File: src/rtl/sine_width_gen.sv
// Phase accumulator + quarter-wave sine ROM producing PWM duty widths (0..PERIOD) per period tick.
// Optional macro SINE_WIDTH_AMP_EN adds an 8-bit amplitude scale with one extra registered stage.
module sine_width_gen #(
  parameter int PERIOD   = 1000,
  parameter int LUT_LOG2 = 6,
  parameter int PHASE_W  = 16
) (
  input  logic               clk,
  input  logic               rst_n,
  input  logic               en,
  input  logic               tick,
  input  logic [PHASE_W-1:0] phase_inc,
`ifdef SINE_WIDTH_AMP_EN
  input  logic [7:0]         amp,
`endif
  output logic [31:0]        width,
  output logic               width_valid
);
  localparam int N     = 1 << LUT_LOG2;
  localparam int MID   = PERIOD / 2;
  localparam int ROM_W = $clog2(MID + 1);
`ifdef SINE_WIDTH_AMP_EN
  localparam int STAGES = 4;
`else
  localparam int STAGES = 3;
`endif

  // Taylor series is plenty accurate on [0, pi/2] and keeps elaboration free of math-library calls.
  function automatic real sin_q(input real x);
    real term, sum;
    sum  = x;
    term = x;
    for (int i = 1; i < 12; i++) begin
      term = -term * x * x / (real'(2 * i) * real'(2 * i + 1));
      sum  = sum + term;
    end
    return sum;
  endfunction

  function automatic int lut_val(input int k);
    real a;
    a = real'(MID) * sin_q(3.14159265358979 / 2.0 * (real'(k) + 0.5) / real'(N));
    return $rtoi(a + 0.5);
  endfunction

  logic [ROM_W-1:0] lut [N];
  for (genvar k = 0; k < N; k++) begin : g_rom
    assign lut[k] = ROM_W'(lut_val(k));
  end

  logic                accept;
  logic [STAGES:1]     vld_q;
  wire  [STAGES:0]     vld_pipe = {vld_q, accept};
  logic [PHASE_W-1:0]  phase;
  logic [1:0]          quad_p1, quad_p2;
  logic [LUT_LOG2-1:0] idx_p1, addr_p1;
  logic [ROM_W-1:0]    rom_q;
  logic [1:0]          quad_last;
  logic [ROM_W-1:0]    off_last;
  logic                unused_phase_lsb;

  assign accept  = tick & en;
  assign quad_p1 = phase[PHASE_W-1 -: 2];
  assign idx_p1  = phase[PHASE_W-3 -: LUT_LOG2];
  // Quadrants 1 and 3 walk the quarter wave backwards.
  assign addr_p1 = quad_p1[0] ? ~idx_p1 : idx_p1;
  assign unused_phase_lsb = ^phase;

  always_ff @(posedge clk) begin
    if (!rst_n) begin
      vld_q <= '0;
      phase <= '0;
    end else begin
      vld_q <= vld_pipe[STAGES-1:0];
      if (accept) phase <= phase + phase_inc;
    end
  end

  always_ff @(posedge clk) begin
    if (!rst_n) begin
      rom_q   <= '0;
      quad_p2 <= '0;
    end else begin
      rom_q   <= lut[addr_p1];
      quad_p2 <= quad_p1;
    end
  end

`ifdef SINE_WIDTH_AMP_EN
  logic [7:0]       amp_p1, amp_p2;
  logic [1:0]       quad_p3;
  logic [ROM_W-1:0] off_p3;
  logic [ROM_W+7:0] prod;

  assign prod = {8'd0, rom_q} * {{ROM_W{1'b0}}, amp_p2};

  always_ff @(posedge clk) begin
    if (!rst_n) begin
      amp_p1  <= '0;
      amp_p2  <= '0;
      off_p3  <= '0;
      quad_p3 <= '0;
    end else begin
      if (accept) amp_p1 <= amp;
      amp_p2  <= amp_p1;
      off_p3  <= prod[ROM_W+7:8];
      quad_p3 <= quad_p2;
    end
  end

  assign off_last  = off_p3;
  assign quad_last = quad_p3;
`else
  assign off_last  = rom_q;
  assign quad_last = quad_p2;
`endif

  // Width only moves on a valid slot so it holds between updates.
  always_ff @(posedge clk) begin
    if (!rst_n) begin
      width       <= 32'(MID);
      width_valid <= 1'b0;
    end else begin
      width_valid <= vld_pipe[STAGES-1];
      if (vld_pipe[STAGES-1])
        width <= quad_last[1] ? 32'(MID) - 32'(off_last) : 32'(MID) + 32'(off_last);
    end
  end

endmodule

File: config.mk
export PLATFORM = sky130hd
export DESIGN_NAME = sine_width_gen
export DESIGN_NICKNAME = d
export VERILOG_FILES = /design/src/rtl/sine_width_gen.sv
export SDC_FILE = /design/constraint.sdc
export NUM_CORES = 1
export LEC_CHECK = 0
export CAP_MARGIN = 25
export CELL_PAD_IN_SITES_DETAIL_PLACEMENT = 0
export CELL_PAD_IN_SITES_GLOBAL_PLACEMENT = 1
export CORE_MARGIN = 1
export CORE_UTILIZATION = 41
export DETAILED_ROUTE_END_ITERATION = 8
export GPL_ROUTABILITY_DRIVEN = 1
export PLACE_DENSITY_LB_ADDON = 0.1
export SLEW_MARGIN = 0
export SYNTH_ARGS = -nofsm -noshare
export SYNTH_HDL_FRONTEND = slang
export SYNTH_SLANG_ARGS = --single-unit
File: constraint.sdc
create_clock -name clk -period 3.1 [get_ports clk]
set_input_delay 0.31 -clock clk [delete_from_list [all_inputs] [get_ports clk]]
set_output_delay 0.31 -clock clk [all_outputs]
set_load 0.02 [all_outputs]
==> results.toml <==
[drt]
vias = 3512
routed_wl_microns = 9180
drc = 0
drtPass1Iterations = 4
routedWlPerCell_microns = 14.8
detail_route.iter0.violations = 191
ant_nets = 0
vias_per_cell = 5.66

[place]
dpl.hpwl_microns = 6790
dp.cells = 613
gp_congestion = 0.833
pre_cts_slack_ns = 0.447
place_area_sq_um = 4120
portBuffers = 52

[timing]
rsz0062_at_grt = "false"
setup_viol = 0
tightest_slew_ns = 0.732
finalWorstSetupSlack_ns = 0.520
slew_headroom = 0.512
period_share = 0.832
fmax_ghz = 0.388
finalHoldViolCount = 0
clock_skew_ns = 0.0116
finalCriticalPeriod_ns = 2.58
setup_tns_ns = 0
drv_slew = 0

[clock_tree]
cts_root_buf = "clkbuf_8"
cts_tree = "yes"
post_cts_buffers = 0
clkTransAtPathRegs_ns = 0.09
clock-sinks = 40
htree_num_levels = 2
clock_latency_ns = 0.30
cts.path.max_buffers = 2
cts_resized = 0
cts_inserted_buffers = 5
holdBufCountCts = 0

[finish]
final_cell_area_sq_um = 4250
final_util = 0.490
syn2layout_area_growth_pct = 16.3
n_antenna_cell = 0
layout-drive-gt1-share = 0.0801
finalNonFillerCells = 620
final_nets = 562
fillers = 886

[floorplanning]
pin_count = 53
row_count = 34
initial_core_util = 0.421
die_y_microns = 96.4
dieArea_sq_um = 9300
core-area_sq_um = 8680
dieWidth_microns = 96.4

[synth]
synth_top_area_share = 0.219
ys_top_cells_by_area = "dfxtp_1, ha_1, a21oi_1"
synth_area_leader_cell = "dfxtp_1"
synth_seq_area_share = 0.219
synth_enable_flop_cells = 0
syn_nets = 538
synthFlopType = "dfxtp_1"
netlist_area_sq_um = 3660
ys_types = 66
ys_warn_count = 0
avgSynthCellArea_sq_um = 7.49
async_flop_share = 0
ys_ff_latch = 40
syn_inst = 488

[worst_hold_path]
hold_class = "flip-flop to flip-flop"

[worst_setup_path]
worstPathRequired_ns = 3.28
path_cells = "buf_4 -> xor2_2 -> inv_1 -> ha_1 -> mux2i_1 -> o22ai_1 -> a2111oi_0 -> o21ba_2 -> nor3_1"
cp_slowest_cell = "dfxtp_1"
cp_max_fo = 23
crit_family = "compound AO/OA/AOI/OAI gates"
worst_setup_path_end_kind = "flip-flop"
startpoint_type = "flip-flop"
worstPathArrival_ns = 2.76
cp_slowest_stage_delay_ns = 0.49
crit_type = "flip-flop to flip-flop"
path_buf_inv = 2

[global_route]
track_usage = 0.207
grt_max_degree = 28
grt_pass1_vias = 3028
antenna_found_initial = 0
grt_pass1_wl_microns = 14900
grt_remaining_overflow = 0

[power]
leakagePower_nw = 1.62
p_per_area_nw_per_um2 = 431
vdd_drop_max_v = 0.000192

[flow_run]
max-cap-violations = 0

[status]
status = "finished clean"
-- per-stage QoR --
step	hold slack, ns	power (mW)
6_report	0.438	1.83
5_1_grt	0.464	1.97
4_1_cts	0.442	1.84
3_5_place_dp	0.424	1.33
3_3_place_gp	0.420	1.32
2_1_floorplan	0.412	1.15
-- cell usage after synthesis (3+ instances only) --
cell type  number
a211oi_1       10
a211oi_2        3
a21oi_1        50
a31oi_1         5
and2_1          3
and3_1          4
buf_1           5
buf_2           9
buf_4          23
clkbuf_1       11
dfxtp_1        40
ha_1           29
inv_1          14
inv_2           4
mux2i_1        10
nand2_1        54
nand2b_1        6
nand3_1        16
nand4_1         3
nor2_1         46
nor2b_1         7
nor3_1         13
o2111ai_1       3
o211ai_1        7
o21a_1          3
o21ai_0        26
o21ai_1         3
o21bai_1        5
o22ai_1         6
o31ai_1         3
xnor2_1        13
xor2_1          3
xor2_2          4
-- cell type report --
cell class | instances | area, sq um | area share
clock buffers | 5 | 68.8 | 0.0162
clock inverters | 2 | 60.1 | 0.0141
inverters | 18 | 67.6 | 0.0159
multi-input cells | 380 | 2490 | 0.585
flip-flops and latches | 40 | 801 | 0.188
well taps | 108 | 135 | 0.0318
repair buffers | 67 | 633 | 0.149
-- cell usage in the layout (no fill, tap or decap), types with 4 or more instances in the layout --
cell	count
nand2_1	54
o21bai_1	5
o21ai_0	26
nor2_1	46
ha_1	29
nor3_1	13
xor2_2	4
and3_1	4
clkdlybuf4s50_1	52
nand2b_1	6
xnor2_1	13
a21oi_1	50
mux2i_1	10
o211ai_1	7
nand3_1	16
nor2b_1	7
inv_1	14
buf_4	15
a211oi_1	10
a31oi_1	5
inv_2	4
clkbuf_8	5
o22ai_1	6
dfxtp_1	40
-- cells by family (layout without fill, tap and decap cells) --
family / Yosys count / after routing / share of synthesized area
mux: 13 / 13 / 0.0397
buf+inv: 68 / 92 / 0.101
simple gates: 167 / 167 / 0.215
fa+ha+maj: 30 / 30 / 0.105
compound gates: 150 / 150 / 0.265
flops: 40 / 40 / 0.219
xor+xnor: 20 / 20 / 0.0561
-- sequential cells by signal, summed over array words and instances (netlist names) --
register,cells
off_last,9
phase,16
quad_last,1
vld_q,2
width,11
width_valid,1
-- layer usage --
| metal | track usage | wire length [microns] |
|---|---|---|
| met4 | 0.0600 | 140 |
| met5 | 0 | 0 |
| met1 | 0.291 | 4360 |
| met3 | 0.0329 | 556 |
| met2 | 0.327 | 4120 |
-- final timing paths --
check                                from  slack (ns)  cells past startpoint     endpoint
worst max register to register  phase[14]        0.52                      9  off_last[0]
worst max-delay path            phase[14]        0.52                      9  off_last[0]
worst min register to register   vld_q[1]        0.44                      1     vld_q[2]
worst min-delay path             vld_q[1]        0.44                      1     vld_q[2]
-- power breakdown --
group          internal, mW  total [mW]  switching, mW
Combinational         0.307       0.710          0.402
Clock                 0.317       0.512          0.194
Sequential            0.557       0.612         0.0558
Power figures use the tool's default switching activity.
